File: src/rtl/uart_pkg.sv
// Shared types and helpers for the UART receiver slice.
// Frame-walker states and the parity function.
package uart_pkg;

    typedef enum logic [2:0] {
        IDLE,
        START,
        DATA,
        PARITY,
        STOP,
        BREAK
    } state_e;

    // Expected parity bit for up to 9 data bits (zero-extend narrower words).
    function automatic logic parity_bit(input logic [8:0] d, input logic odd);
        return (^d) ^ odd;
    endfunction

endpackage

File: src/rtl/sync_fifo.sv
// Single-clock FIFO with first-word fall-through head.
// A push into a full FIFO is accepted only when a pop happens in the same cycle.
module sync_fifo #(
    parameter int WIDTH = 8,
    parameter int DEPTH = 4
) (
    input  logic             clk,
    input  logic             rst,
    input  logic             push,
    input  logic             pop,
    input  logic [WIDTH-1:0] wr_data,
    output logic [WIDTH-1:0] rd_data,
    output logic             full,
    output logic             empty,
    output logic [$clog2(DEPTH):0] count_next
);

    localparam int PW = $clog2(DEPTH);
    localparam int CW = PW + 1;
    localparam logic [CW-1:0] DEPTH_C = CW'(DEPTH);

    logic [WIDTH-1:0] mem_q [DEPTH];
    logic [PW-1:0]    wr_ptr_q, wr_ptr_d;
    logic [PW-1:0]    rd_ptr_q, rd_ptr_d;
    logic [CW-1:0]    count_q, count_d;
    logic             push_ok;
    logic             pop_ok;

    assign full       = (count_q == DEPTH_C);
    assign empty      = (count_q == '0);
    assign rd_data    = empty ? '0 : mem_q[rd_ptr_q];
    assign count_next = count_d;

    // Accept/advance decisions and next pointer/count values.
    always_comb begin
        pop_ok   = pop && !empty;
        push_ok  = push && (!full || pop_ok);
        wr_ptr_d = wr_ptr_q;
        rd_ptr_d = rd_ptr_q;
        count_d  = count_q;
        if (push_ok) begin
            wr_ptr_d = wr_ptr_q + 1'b1;
        end
        if (pop_ok) begin
            rd_ptr_d = rd_ptr_q + 1'b1;
        end
        unique case ({push_ok, pop_ok})
            2'b10:   count_d = count_q + 1'b1;
            2'b01:   count_d = count_q - 1'b1;
            default: count_d = count_q;
        endcase
    end

    // Pointer and occupancy registers.
    always_ff @(posedge clk or posedge rst) begin
        if (rst) begin
            wr_ptr_q <= '0;
            rd_ptr_q <= '0;
            count_q  <= '0;
        end else begin
            wr_ptr_q <= wr_ptr_d;
            rd_ptr_q <= rd_ptr_d;
            count_q  <= count_d;
        end
    end

    // Storage; the head is masked while empty so no reset is needed here.
    always_ff @(posedge clk) begin
        if (push_ok) begin
            mem_q[wr_ptr_q] <= wr_data;
        end
    end

endmodule

File: src/rtl/uart_rx_fifo.sv
// Oversampled UART receiver feeding a receive FIFO.
// Checks start/parity/stop, keeps sticky error flags, drives RTS from occupancy.
module uart_rx_fifo
    import uart_pkg::*;
#(
    parameter int DATA_BITS  = 8,
    parameter int OVERSAMPLE = 16,
    parameter int PARITY_EN  = 0,
    parameter int PARITY_ODD = 0,
    parameter int FIFO_DEPTH = 4,
    parameter int RTS_THRESH = FIFO_DEPTH - 1
) (
    input  logic                 baud_clk,
    input  logic                 rst,
    input  logic                 rx,
    input  logic                 rd_en,
    output logic [DATA_BITS-1:0] rd_data,
    output logic                 rx_buffer_empty,
    output logic                 rx_buffer_full,
    output logic                 rts,
    output logic                 frame_err,
    output logic                 parity_err,
    output logic                 overrun,
    input  logic                 err_clr
);

    localparam int TW = $clog2(OVERSAMPLE);
    localparam int BW = $clog2(DATA_BITS + 1);
    localparam int CW = $clog2(FIFO_DEPTH) + 1;

    localparam logic [TW-1:0] HALF_M1  = TW'(OVERSAMPLE / 2 - 1);
    localparam logic [TW-1:0] FULL_M1  = TW'(OVERSAMPLE - 1);
    localparam logic [BW-1:0] LAST_BIT = BW'(DATA_BITS - 1);
    localparam logic [CW-1:0] RTS_T    = CW'(RTS_THRESH);
    localparam logic          ODD      = (PARITY_ODD != 0);

    state_e               state_q, state_d;
    logic [TW-1:0]        tick_q, tick_d;
    logic [BW-1:0]        bit_q, bit_d;
    logic [DATA_BITS-1:0] shift_q, shift_d;
    logic                 perr_q, perr_d;
    logic                 rx_meta_q, rx_meta_d;
    logic                 rx_s_q, rx_s_d;
    logic                 frame_err_q, frame_err_d;
    logic                 parity_err_q, parity_err_d;
    logic                 overrun_q, overrun_d;
    logic                 rts_q, rts_d;

    logic                 push;
    logic                 fe_set;
    logic                 pe_set;
    logic                 ov_set;
    logic                 full;
    logic                 empty;
    logic [CW-1:0]        count_next;

    // Frame walker: mid-bit sampling driven by the oversample tick counter.
    always_comb begin
        state_d = state_q;
        tick_d  = tick_q;
        bit_d   = bit_q;
        shift_d = shift_q;
        perr_d  = perr_q;
        push    = 1'b0;
        fe_set  = 1'b0;
        pe_set  = 1'b0;
        unique case (state_q)
            IDLE: begin
                if (!rx_s_q) begin
                    state_d = START;
                    tick_d  = '0;
                end
            end
            START: begin
                if (tick_q == HALF_M1) begin
                    if (!rx_s_q) begin
                        state_d = DATA;
                        tick_d  = '0;
                        bit_d   = '0;
                        perr_d  = 1'b0;
                    end else begin
                        state_d = IDLE;
                    end
                end else begin
                    tick_d = tick_q + 1'b1;
                end
            end
            DATA: begin
                if (tick_q == FULL_M1) begin
                    tick_d  = '0;
                    shift_d = {rx_s_q, shift_q[DATA_BITS-1:1]};
                    bit_d   = bit_q + 1'b1;
                    if (bit_q == LAST_BIT) begin
                        if (PARITY_EN != 0) begin
                            state_d = PARITY;
                        end else begin
                            state_d = STOP;
                        end
                    end
                end else begin
                    tick_d = tick_q + 1'b1;
                end
            end
            PARITY: begin
                if (tick_q == FULL_M1) begin
                    tick_d  = '0;
                    state_d = STOP;
                    if (rx_s_q != parity_bit(9'(shift_q), ODD)) begin
                        perr_d = 1'b1;
                    end
                end else begin
                    tick_d = tick_q + 1'b1;
                end
            end
            STOP: begin
                if (tick_q == FULL_M1) begin
                    tick_d = '0;
                    if (!rx_s_q) begin
                        fe_set  = 1'b1;
                        state_d = BREAK;
                    end else if (perr_q) begin
                        pe_set  = 1'b1;
                        state_d = IDLE;
                    end else begin
                        push    = 1'b1;
                        state_d = IDLE;
                    end
                end else begin
                    tick_d = tick_q + 1'b1;
                end
            end
            BREAK: begin
                if (rx_s_q) begin
                    state_d = IDLE;
                end
            end
            default: begin
                state_d = IDLE;
            end
        endcase
    end

    // Synchroniser, sticky flags (set beats clear) and registered RTS.
    always_comb begin
        rx_meta_d    = rx;
        rx_s_d       = rx_meta_q;
        ov_set       = push && full && !rd_en;
        frame_err_d  = fe_set | (frame_err_q & ~err_clr);
        parity_err_d = pe_set | (parity_err_q & ~err_clr);
        overrun_d    = ov_set | (overrun_q & ~err_clr);
        rts_d        = (count_next < RTS_T);
    end

    // State and status registers.
    always_ff @(posedge baud_clk or posedge rst) begin
        if (rst) begin
            state_q      <= IDLE;
            tick_q       <= '0;
            bit_q        <= '0;
            shift_q      <= '0;
            perr_q       <= 1'b0;
            rx_meta_q    <= 1'b1;
            rx_s_q       <= 1'b1;
            frame_err_q  <= 1'b0;
            parity_err_q <= 1'b0;
            overrun_q    <= 1'b0;
            rts_q        <= 1'b1;
        end else begin
            state_q      <= state_d;
            tick_q       <= tick_d;
            bit_q        <= bit_d;
            shift_q      <= shift_d;
            perr_q       <= perr_d;
            rx_meta_q    <= rx_meta_d;
            rx_s_q       <= rx_s_d;
            frame_err_q  <= frame_err_d;
            parity_err_q <= parity_err_d;
            overrun_q    <= overrun_d;
            rts_q        <= rts_d;
        end
    end

    sync_fifo #(
        .WIDTH (DATA_BITS),
        .DEPTH (FIFO_DEPTH)
    ) u_fifo (
        .clk        (baud_clk),
        .rst        (rst),
        .push       (push),
        .pop        (rd_en),
        .wr_data    (shift_q),
        .rd_data    (rd_data),
        .full       (full),
        .empty      (empty),
        .count_next (count_next)
    );

    assign rx_buffer_empty = empty;
    assign rx_buffer_full  = full;
    assign rts             = rts_q;
    assign frame_err       = frame_err_q;
    assign parity_err      = parity_err_q;
    assign overrun         = overrun_q;

endmodule

File: config.mk
export PLATFORM = sky130hd
export DESIGN_NAME = uart_rx_fifo
export DESIGN_NICKNAME = d
export VERILOG_FILES = /design/src/rtl/uart_pkg.sv /design/src/rtl/sync_fifo.sv /design/src/rtl/uart_rx_fifo.sv
export SDC_FILE = /design/constraint.sdc
export NUM_CORES = 1
export LEC_CHECK = 0
export CORE_ASPECT_RATIO = 1.4
export CORE_MARGIN = 10
export CORE_UTILIZATION = 55
export DETAILED_ROUTE_END_ITERATION = 8
export PLACE_DENSITY_LB_ADDON = 0.15
export SETUP_SLACK_MARGIN = 0.02
export SKIP_LAST_GASP = 1
export SLEW_MARGIN = 10
export SYNTH_ARGS = -nofsm -noshare
export SYNTH_HDL_FRONTEND = slang
export SYNTH_SLANG_ARGS = --single-unit
File: constraint.sdc
create_clock -name baud_clk -period 3 [get_ports baud_clk]
set_clock_uncertainty 0.2 [all_clocks]
set_input_delay 0.45 -clock baud_clk [delete_from_list [all_inputs] [get_ports baud_clk]]
set_output_delay 0.45 -clock baud_clk [all_outputs]
set_load 0.02 [all_outputs]
==> results by group <==
Outcome
  • Result of the run: complete, no violations

Finish
  • Post-Layout Cell Count: 327
  • Area Growth Syn to Fin: 15.7%
  • Net count, final: 266
  • Most common cell after layout, fill and taps aside: edfxtp_1
  • Most used cells in the layout excluding fill and tap cells: edfxtp_1, dfrtp_1, clkdlybuf4s50_1, nand2_1
  • Fraction of final layout cells with drive strength greater than 1: 20.1%
  • Cell area after layout: 3570 µm²
  • Antenna cell count: 0

GRT
  • Via count of the first global-routing pass: 1852
  • Largest net degree at the start of global routing: 34
  • Overall track demand over capacity in global routing: 12.3%
  • Initial antenna violation count: 0
  • Global-route wire length before repair: 8.86 mm
  • Final global-route overflow total: 0

Power
  • IR drop worst, VDD: 0.000431 V
  • Static leakage: 0.00142 µW
  • Share of power burned in registers: 37.6%
  • Switching Power: 969 µW
  • Switching Fraction: 32.0%
  • Pint: 2050 µW
  • Cell area power density: 848 nW/µm²
  • Combinational Power Share: 34.8%
  • Part of the total power dissipated in the clock network: 27.6%

Clock tree
  • Number of clock sinks: 65
  • Count of hold buffers inserted by post-cts repair: 0
  • Number of buffers on the longest clock path: 2
  • H-tree levels: 3
  • Root buffer cell: clkbuf_8
  • Number of buffers inserted to repair setup after CTS: 0
  • Number of buffers created by CTS: 9
  • Post_cts resized: 0
  • Clock latency at the later pin of the worst-skew pair: 0.34 ns
  • CTS tree: built
  • Clk slew on worst S/H paths: 0.07 ns

STA
  • Number of hold violations in the final report: 0
  • Transition time of the tightest slew-check pin: 0.451 ns
  • Final worst path period need: 2.75 ns
  • Setup TNS: 0 ns
  • Final worst setup slack: 0.245 ns
  • Setup repair after global routing missed its margin: no
  • Final slew viol count: 0
  • Worst rel slew slack: 69.9%
  • Achievable Freq: 363 MHz
  • Final clock period utilization by the worst path: 91.8%
  • Setup Viol. Count Final: 0
  • Worst hold slack: 0.156 ns

Synth
  • Net Count, Synth: 242
  • Gate Count Post-Synth: 230
  • Synthesis-stage register bit count: 65
  • Number of warning messages in the yosys log: 0
  • Share of synthesized flip-flops with an asynchronous set or reset: 50.8%
  • Post-synthesis sequential area ratio: 58.1%
  • Most used DFF post-synth: edfxtp_1
  • Post-synthesis instance area: 3080 µm²
  • Number of different library cells in the post-synthesis netlist: 51
  • EDFF count, synth: 32
  • Avg Cell Area, Syn: 13.4 µm²

Floorplanning
  • Area of the core region: 5490 µm²
  • Horizontal die dimension: 83.3 µm
  • Top-level I/O count: 19
  • Die Footprint: 9040 µm²
  • Cell Rows: 32
  • Initial cell density of the core: 56.2%
  • Overall die height: 109 µm

Routing
  • 1st-iter DRT viols: 95
  • Post-DRT Antenna Nets: 0
  • Total via count after detailed routing: 1807
  • Routed len/inst: 16.1 µm
  • # DRC: 0
  • Vias per cell: 5.53
  • First-pass detailed-route iteration total: 4
  • DRT Wirelength: 5.28 mm

Placed design
  • HPWL after detailed placement: 3.66 mm
  • Buffers on Ports: 18
  • Pre-CTS WS: 0.219 ns
  • Instance area at placement: 3340 µm²
  • Post-placement cell count: 311
  • RD Place Congestion: 0.826

Critical path
  • Worst stage delay on the critical path: 0.53 ns
  • Cells traversed along the worst timing path: buf_4, mux4_2, and2_1, clkdlybuf4s50_1
  • Highest-delay cell along the critical path: mux4_2
  • WS Path Type: reg2out
  • Critical path launch point type: flip-flop
  • CP Capture Type: output pin
  • Maximum fanout along the worst path: 10
  • Required time at the endpoint of the critical path: 2.35 ns
  • Cells on worst reg2reg path: 10
  • Critical Path AT: 2.10 ns

Job
  • Max-cap violation count: 0

Min path
  • Class of the worst hold path: reg2reg
  • Cell depth of the worst min-delay path: 0
[worst paths after layout]
| path | slack (ns) | startpoint | endpoint |
|---|---|---|---|
| setup reg to reg | 0.29 | tick_q[0]$_DFFE_PP0P_ | rts$_DFF_PP1_ |
| hold reg to reg | 0.16 | rx_meta_q$_DFF_PP1_ | rx_s_q$_DFF_PP1_ |
| max in group asynchronous | 1.95 | rst | rx_meta_q$_DFF_PP1_ |
| setup / recovery | 0.25 | u_fifo.rd_ptr_q[0]$_DFFE_PP0N_ | rd_data[7] |
| min in group asynchronous | 0.30 | rst | u_fifo.count_q[2]$_DFF_PP0_ |
| hold / removal | 0.16 | rx_meta_q$_DFF_PP1_ | rx_s_q$_DFF_PP1_ |
[per-stage QoR]
| stage | util, % | total power, µW |
|---|---|---|
| after floorplan | - | 1900 |
| after global placement | 60.9 | 2210 |
| after detailed placement | 60.9 | 2220 |
| after CTS | 65.0 | 3050 |
| after global routing | 65.0 | 3190 |
| final | 65.0 | 3020 |
[sequential cells by signal (all words and copies together) (netlist names)]
register         flops
rx_s_q               1
tick_q               4
u_fifo.count_q       3
u_fifo.wr_ptr_q      2
state_q              3
rx_meta_q            1
overrun              1
parity_err           1
bit_q                4
perr_q               1
u_fifo.mem_q        32
frame_err            1
u_fifo.rd_ptr_q      2
rts                  1
shift_q              8
[synth_stat cells, types with 3 or more instances]
cell type,count,share of area (%)
dfrtp_1,30,24
clkbuf_1,4,0.49
mux2i_1,3,0.97
nand2_1,15,1.8
nor2_1,11,1.3
xor2_1,4,1.1
o21ai_0,9,1.5
xnor2_1,11,3.1
dfstp_2,3,2.6
inv_1,14,1.7
ha_1,6,2.4
edfxtp_1,32,31
o22ai_1,4,0.81
mux2_2,12,4.4
a21oi_1,3,0.49
buf_2,4,0.65
mux4_2,8,5.8
nand3_1,3,0.49
and2_1,14,2.8
[per-layer routing]
layer	vias to the layer above	track usage [%]	share of wire [%]
met2	42	20.7	53
met5	-	0	0
met3	13	3.09	4.4
met4	0	8.05	2.7
met1	876	13.5	40
li1	876	-	-
[final cells by class]
cell class	count	area [µm²]
Multi-Input combinational cell	140	1180
Sequential cell	65	1790
Timing Repair Buffer	24	225
Inverter	14	52.6
Tap cell	68	85.1
Fill cell	418	1920
Clock inverter	6	90.1
Clock buffer	10	138
[power groups by stage]
stage,clock (µW),sequential [µW],combinational [µW]
2_1_floorplan,0,1100,792
3_3_place_gp,0,1160,1050
3_5_place_dp,0,1160,1060
4_1_cts,849,1140,1060
5_1_grt,877,1160,1160
6_report,834,1140,1050
[worst max-delay path, delay by kind of cell, from the launching register on]
kind | cells | cell delay (ns)
mux | 1 | 0.53
flops | 1 | 0.32
simple gates | 1 | 0.17
buf+inv | 2 | 0.74
[cells by family (layout without fill, tap and decap cells)]
family	after synthesis	count (layout)	share of synthesized area, %
flip-flops	65	65	58.1
AND/OR/NAND/NOR	61	61	11.4
AO/OA/AOI/OAI	32	32	7.43
buffers and inverters	25	54	3.45
multiplexers	24	24	11.9
XOR/XNOR	15	15	4.26
adder cells (fa/ha/maj)	8	8	3.41
Note: power is estimated with default switching activity, not from simulation.
